## config.mk

```make
export PLATFORM = sky130hd
export DESIGN_NAME = weighted_rr_arbiter
export DESIGN_NICKNAME = d
export VERILOG_FILES = /design/src/rtl/weighted_rr_arbiter.sv
export SDC_FILE = /design/constraint.sdc
export NUM_CORES = 1
export LEC_CHECK = 0
export BUFFER_PORTS_ARGS = -buffer_cell sky130_fd_sc_hd__buf_2
export CAP_MARGIN = 25
export CELL_PAD_IN_SITES_DETAIL_PLACEMENT = 0
export CELL_PAD_IN_SITES_GLOBAL_PLACEMENT = 1
export CORE_ASPECT_RATIO = 0.7
export CORE_MARGIN = 4
export CORE_UTILIZATION = 41
export CTS_CLUSTER_DIAMETER = 30
export DETAILED_ROUTE_END_ITERATION = 6
export PLACE_DENSITY_LB_ADDON = 0.1
export SETUP_SLACK_MARGIN = 0.1
export SKIP_LAST_GASP = 1
export SLEW_MARGIN = 15
export SYNTH_ARGS = -nofsm -noshare
export SYNTH_HDL_FRONTEND = slang
export SYNTH_SLANG_ARGS = --single-unit
```

## constraint.sdc

```tcl
create_clock -name i_clk -period 3.55 [get_ports i_clk]
set_clock_uncertainty 0.2 [all_clocks]
set_input_delay 0.5325 -clock i_clk [delete_from_list [all_inputs] [get_ports i_clk]]
set_output_delay 0.5325 -clock i_clk [all_outputs]
set_load 0.02 [all_outputs]
```

## src/rtl/weighted_rr_arbiter.sv

```systemverilog
// Weighted round-robin arbiter with registered grant held until acknowledged.
// Optional grant watchdog enabled by defining WRR_TIMEOUT_EN.
module weighted_rr_arbiter #(
    parameter int unsigned N       = 8,
    parameter int unsigned W       = 4,
    parameter int unsigned TIMEOUT = 64,
    localparam int unsigned M      = (N > 2) ? $clog2(N) : 1
) (
    input  logic           i_clk,
    input  logic           i_rstn,
    input  logic [N-1:0]   i_req,
    input  logic [N*W-1:0] i_weight,
    input  logic           i_ack,
    output logic [N-1:0]   o_gnt,
    output logic [M-1:0]   o_gnt_id,
    output logic           o_valid,
    output logic           o_timeout
);

    typedef enum logic [0:0] {StIdle, StGrant} state_e;

    state_e         state_q, state_d;
    logic [N-1:0]   gnt_q, gnt_d;
    logic [M-1:0]   gnt_id_q, gnt_id_d;
    logic           valid_q, valid_d;
    logic           timeout_q, timeout_d;
    logic [M-1:0]   ptr_q, ptr_d;
    logic [W-1:0]   credit_q [N];
    logic [W-1:0]   credit_d [N];

    logic [N-1:0]   elig;
    logic           any_elig;
    logic [M-1:0]   win_id;
    logic [M-1:0]   next_id;
    logic [W-1:0]   credit_dec;

`ifdef WRR_TIMEOUT_EN
    localparam int unsigned WT = $clog2(TIMEOUT + 1);
    logic [WT-1:0]  cnt_q, cnt_d;
`else
    logic unused_timeout;
    assign unused_timeout = (TIMEOUT == 0);
`endif

    always_comb begin
        for (int i = 0; i < int'(N); i++) begin
            elig[i] = i_req[i] && (credit_q[i] != '0);
        end
    end

    // Descending scan so the smallest offset from ptr is the last, winning assignment.
    always_comb begin
        any_elig = 1'b0;
        win_id   = '0;
        for (int k = int'(N) - 1; k >= 0; k--) begin
            if (elig[(int'(ptr_q) + k) % int'(N)]) begin
                any_elig = 1'b1;
                win_id   = M'((int'(ptr_q) + k) % int'(N));
            end
        end
    end

    assign next_id    = (gnt_id_q == M'(N - 1)) ? '0 : gnt_id_q + M'(1);
    assign credit_dec = (credit_q[gnt_id_q] != '0) ? credit_q[gnt_id_q] - W'(1) : '0;

    always_comb begin
        state_d   = state_q;
        gnt_d     = gnt_q;
        gnt_id_d  = gnt_id_q;
        valid_d   = valid_q;
        timeout_d = 1'b0;
        ptr_d     = ptr_q;
        credit_d  = credit_q;
`ifdef WRR_TIMEOUT_EN
        cnt_d     = cnt_q;
`endif
        unique case (state_q)
            StIdle: begin
                gnt_d    = '0;
                gnt_id_d = '0;
                valid_d  = 1'b0;
                if (any_elig) begin
                    state_d  = StGrant;
                    gnt_d    = {{(N-1){1'b0}}, 1'b1} << win_id;
                    gnt_id_d = win_id;
                    valid_d  = 1'b1;
`ifdef WRR_TIMEOUT_EN
                    cnt_d    = '0;
`endif
                end else if (|i_req) begin
                    // Round boundary: reload every credit, zero weight counts as one.
                    for (int i = 0; i < int'(N); i++) begin
                        credit_d[i] = (i_weight[i*W +: W] == '0) ? W'(1) : i_weight[i*W +: W];
                    end
                end
            end
            StGrant: begin
                if (i_ack) begin
                    state_d            = StIdle;
                    gnt_d              = '0;
                    gnt_id_d           = '0;
                    valid_d            = 1'b0;
                    credit_d[gnt_id_q] = credit_dec;
                    ptr_d              = (credit_dec != '0) ? gnt_id_q : next_id;
                end
`ifdef WRR_TIMEOUT_EN
                else if (cnt_q == WT'(TIMEOUT - 1)) begin
                    state_d            = StIdle;
                    gnt_d              = '0;
                    gnt_id_d           = '0;
                    valid_d            = 1'b0;
                    timeout_d          = 1'b1;
                    credit_d[gnt_id_q] = '0;
                    ptr_d              = next_id;
                end else begin
                    cnt_d = cnt_q + WT'(1);
                end
`endif
            end
            default: state_d = StIdle;
        endcase
    end

    always_ff @(posedge i_clk or negedge i_rstn) begin
        if (!i_rstn) begin
            state_q   <= StIdle;
            gnt_q     <= '0;
            gnt_id_q  <= '0;
            valid_q   <= 1'b0;
            timeout_q <= 1'b0;
            ptr_q     <= '0;
            credit_q  <= '{default: '0};
`ifdef WRR_TIMEOUT_EN
            cnt_q     <= '0;
`endif
        end else begin
            state_q   <= state_d;
            gnt_q     <= gnt_d;
            gnt_id_q  <= gnt_id_d;
            valid_q   <= valid_d;
            timeout_q <= timeout_d;
            ptr_q     <= ptr_d;
            credit_q  <= credit_d;
`ifdef WRR_TIMEOUT_EN
            cnt_q     <= cnt_d;
`endif
        end
    end

    assign o_gnt     = gnt_q;
    assign o_gnt_id  = gnt_id_q;
    assign o_valid   = valid_q;
    assign o_timeout = timeout_q;

endmodule

```

==> metrics.csv <==
stage;metric;value;unit
yosys;Synth area leader;dfrtp_1;
yosys;adder-cell share of the synthesized area;0.0186;
sta;Achievable Freq;304;MHz
yosys;post-synthesis mux area share;0.165;
route;first-pass iteration count of the detailed router;5;
yosys;Post-synth ARST share;1.00;
grt;global route overflow;0;
floorplan;Die Span Y;91.0;um
setup_path;Req. time, crit path;3.59;ns
sta;Slew HR;0.428;
power_and_ir_drop;register share of total power;0.251;
placement;port buffer count;54;
setup_path;worst reg2reg path startpoint;ptr_q[0];
cts;clock sinks;48;
worst_hold_path;Min-Delay Path Class;in -> async;
finish;share of layout cells above drive strength 1;0.300;
sta;Fin. Hold Viols;0;
floorplan;Die W;127;um
setup_path;worst setup path startpoint;ptr_q[0];
grt;vias in the first global route;3866;
yosys;XOR/XNOR Fraction of Synth Area;0.0130;
yosys;Mapped Cells;435;
setup_path;worst r2r dst;credit_q[2];
setup_path;Critical Path End;credit_q[2];
grt;largest net degree at the start of global routing;36;
sta;Final setup viols;0;
cts;Clock transition at path regs;0.07;ns
power_and_ir_drop;Pint;2.06;mW
route;Final ANT Viol Nets;0;
sta;setup TNS;0;ns
power_and_ir_drop;Clk pwr share;0.147;
sta;unrepaired setup endpoints after global routing;true;
setup_path;Arr. time, crit path;3.33;ns
yosys;FF+latch count, synth;48;
setup_path;CP Max Fanout;22;
route;initial DRC count;470;
finish;finished layout cell area;4880;sq um
yosys;synth warn;0;
yosys;largest family of logic cells by synthesized area;compound AO/OA/AOI/OAI gates;
placement;Placed Instances;625;
yosys;Synth top area share;0.298;
floorplan;cell row count;29;
cts;Root Driver;clkbuf_16;
floorplan;num ports;56;
sta;Slew @ Worst Pin;0.859;ns
floorplan;die area;11500;sq um
power_and_ir_drop;Gate power share;0.601;
floorplan;initial core utilization;0.432;
finish;nets@finish;558;
yosys;Post-synth top flop;dfrtp_1;
cts;CTS max path bufs;2;
yosys;Post-synth EDFFs;0;
sta;worst hold slack;0.130;ns
grt;Total GRT Usage;0.241;
run_status;status;finished, final reports clean;
setup_path;Worst R2R Setup Slack;0.26;ns
route;via count;4028;
route;WL/cell;21.5;um
grt;antenna violations before repair;0;
cts;TritonCTS clock tree;yes;
sta;final slew viol count;0;
placement;GPL Wtd Cong;0.909;
route;drt drc;0;
power_and_ir_drop;Sw Pwr;1.72;mW
flow_run;Max Cap Viol;0;
sta;Final Cycle Share;0.927;
cts;H-tree depth;2;
setup_path;crit path kind;reg -> reg;
yosys;number of distinct library cells after synthesis;73;
yosys;post-synthesis compound-gate area fraction;0.276;
floorplan;core area;9330;sq um
placement;Post-DP Area;4650;sq um
finish;Ant. Diodes;0;
sta;post-layout min period;3.29;ns
grt;first-pass GRT wire length;22100;um
power_and_ir_drop;sw frac;0.455;
power_and_ir_drop;power per cell area;774;nW/um^2
yosys;syn_nets;484;
cts;Num CTS Buffers;5;
yosys;area of the mapped netlist;4030;sq um
route;Detailed Route WL;13600;um
yosys;syn_area_per_cell;9.27;sq um
cts;clk_lat worst skew;0.30;ns
yosys;Synth area leaders;dfrtp_1, mux4_2, mux2i_1;
power_and_ir_drop;peak supply drop;0.393;mV
route;vias per cell;6.35;
setup_path;CP Capture Type;register;
power_and_ir_drop;leakage;2.07;nW
setup_path;crit start category;register;
finish;Cell Count, Final, Fillers Out;634;
yosys;commonest cells in the netlist;dfrtp_1, nand2_1, nor2_1;
yosys;Synth Area in Simple Gates;0.182;
setup_path;cells on worst reg2reg path;12;
yosys;post-synthesis sequential area ratio;0.298;
placement;hpwl dp;10300;um
finish;Area Overhead vs Synth;20.9;%
-- critical path: stages (launching register included) --
cell,delay [ns]
dfrtp_1,0.40
buf_6,0.17
ha_1,0.24
xnor2_1,0.29
nand2_1,0.12
o22a_1,0.25
a211o_1,0.35
o31ai_4,0.37
buf_4,0.21
nand2_8,0.12
nor2_2,0.18
buf_4,0.18
a221o_1,0.16
-- worst min-delay path by stage --
stage,slack [ns],depth (start not counted),start,to
after CTS,0.16,1,i_rstn,credit_q[21]
final,0.13,1,i_rstn,credit_q[21]
after floorplan,0.04,0,i_rstn,credit_q[0]
after global placement,0.26,2,o_valid,o_valid
after global routing,0.20,1,i_rstn,credit_q[21]
after detailed placement,0.26,2,o_valid,o_valid
-- flip-flops by register name, indices dropped and copies added (netlist names) --
signal / cells
state_q: 1
credit_q: 32
o_gnt_id: 3
o_gnt: 8
ptr_q: 3
o_valid: 1
-- through the flow --
| stage | setup slack [ns] | total power, mW | utilization |
|---|---|---|---|
| 4_1_cts | 0.210 | 3.70 | 0.516 |
| 5_1_grt | 0.0581 | 4.06 | 0.523 |
| 2_1_floorplan | 0.108 | 2.42 | - |
| 3_5_place_dp | 0.254 | 3.13 | 0.498 |
| 3_3_place_gp | 0.159 | 3.13 | 0.498 |
| 6_report | 0.260 | 3.78 | 0.523 |
-- power by group through the flow --
| stage | Combinational, mW | Sequential (mW) | Clock [mW] |
|---|---|---|---|
| 2_1_floorplan | 1.52 | 0.892 | 0 |
| 3_3_place_gp | 2.18 | 0.948 | 0 |
| 3_5_place_dp | 2.19 | 0.945 | 0 |
| 4_1_cts | 2.19 | 0.940 | 0.567 |
| 5_1_grt | 2.49 | 0.969 | 0.596 |
| 6_report | 2.27 | 0.949 | 0.557 |
-- cell usage in the layout, fill, tap and decap left out, types with 6 or more instances in the layout --
master	netlist	layout
o41ai_2	6	6
nand2_1	48	48
inv_1	8	8
o21ai_0	28	28
nor3_1	12	12
mux2i_1	22	22
dfrtp_1	48	48
buf_2	5	54
a221o_1	15	15
a21oi_1	21	21
o22ai_1	12	12
ha_1	6	6
a211oi_1	6	6
mux2_2	6	6
a22oi_1	7	6
buf_4	3	42
nand3_1	12	12
mux4_2	15	15
nor2_1	31	31
-- final cells by class --
| cell class | instances | area [sq um] |
|---|---|---|
| Timing Repair Buffer | 99 | 628 |
| Clock buffer | 5 | 125 |
| Fill cell | 880 | 4450 |
| Clock inverter | 3 | 42.5 |
| Multi-Input combinational cell | 346 | 2690 |
| Sequential cell | 48 | 1200 |
| Inverter | 9 | 33.8 |
| Tap cell | 124 | 155 |
-- layer usage --
metal,track usage,vias to the layer above,wire length (um),part of all wire
li1,-,1850,-,-
met1,0.385,1987,6730,0.49
met2,0.335,181,5550,0.41
met3,0.0581,10,1240,0.091
met4,0.0313,0,87,0.0064
met5,0,-,0,0
-- cell families (layout without fill, tap and decap cells) --
| logic type | Yosys count | in the layout |
|---|---|---|
| muxes | 45 | 45 |
| DFF | 48 | 48 |
| AOI/OAI and AO/OA | 143 | 143 |
| adders and majority gates | 6 | 6 |
| buffers and inverters | 41 | 116 |
| and+or+nand+nor | 145 | 145 |
| xor gates and xnor gates | 6 | 6 |
| other | 1 | 1 |
-- timing repair --
action | CTS | global route
gates resized for setup | 0 | 9
endpoints found under the setup margin | 0 | 19
buffers inserted | 0 | 1
hold buffers | 0 | 0
endpoints found under the hold margin | 0 | 0
(Power assumes the default switching activity.)
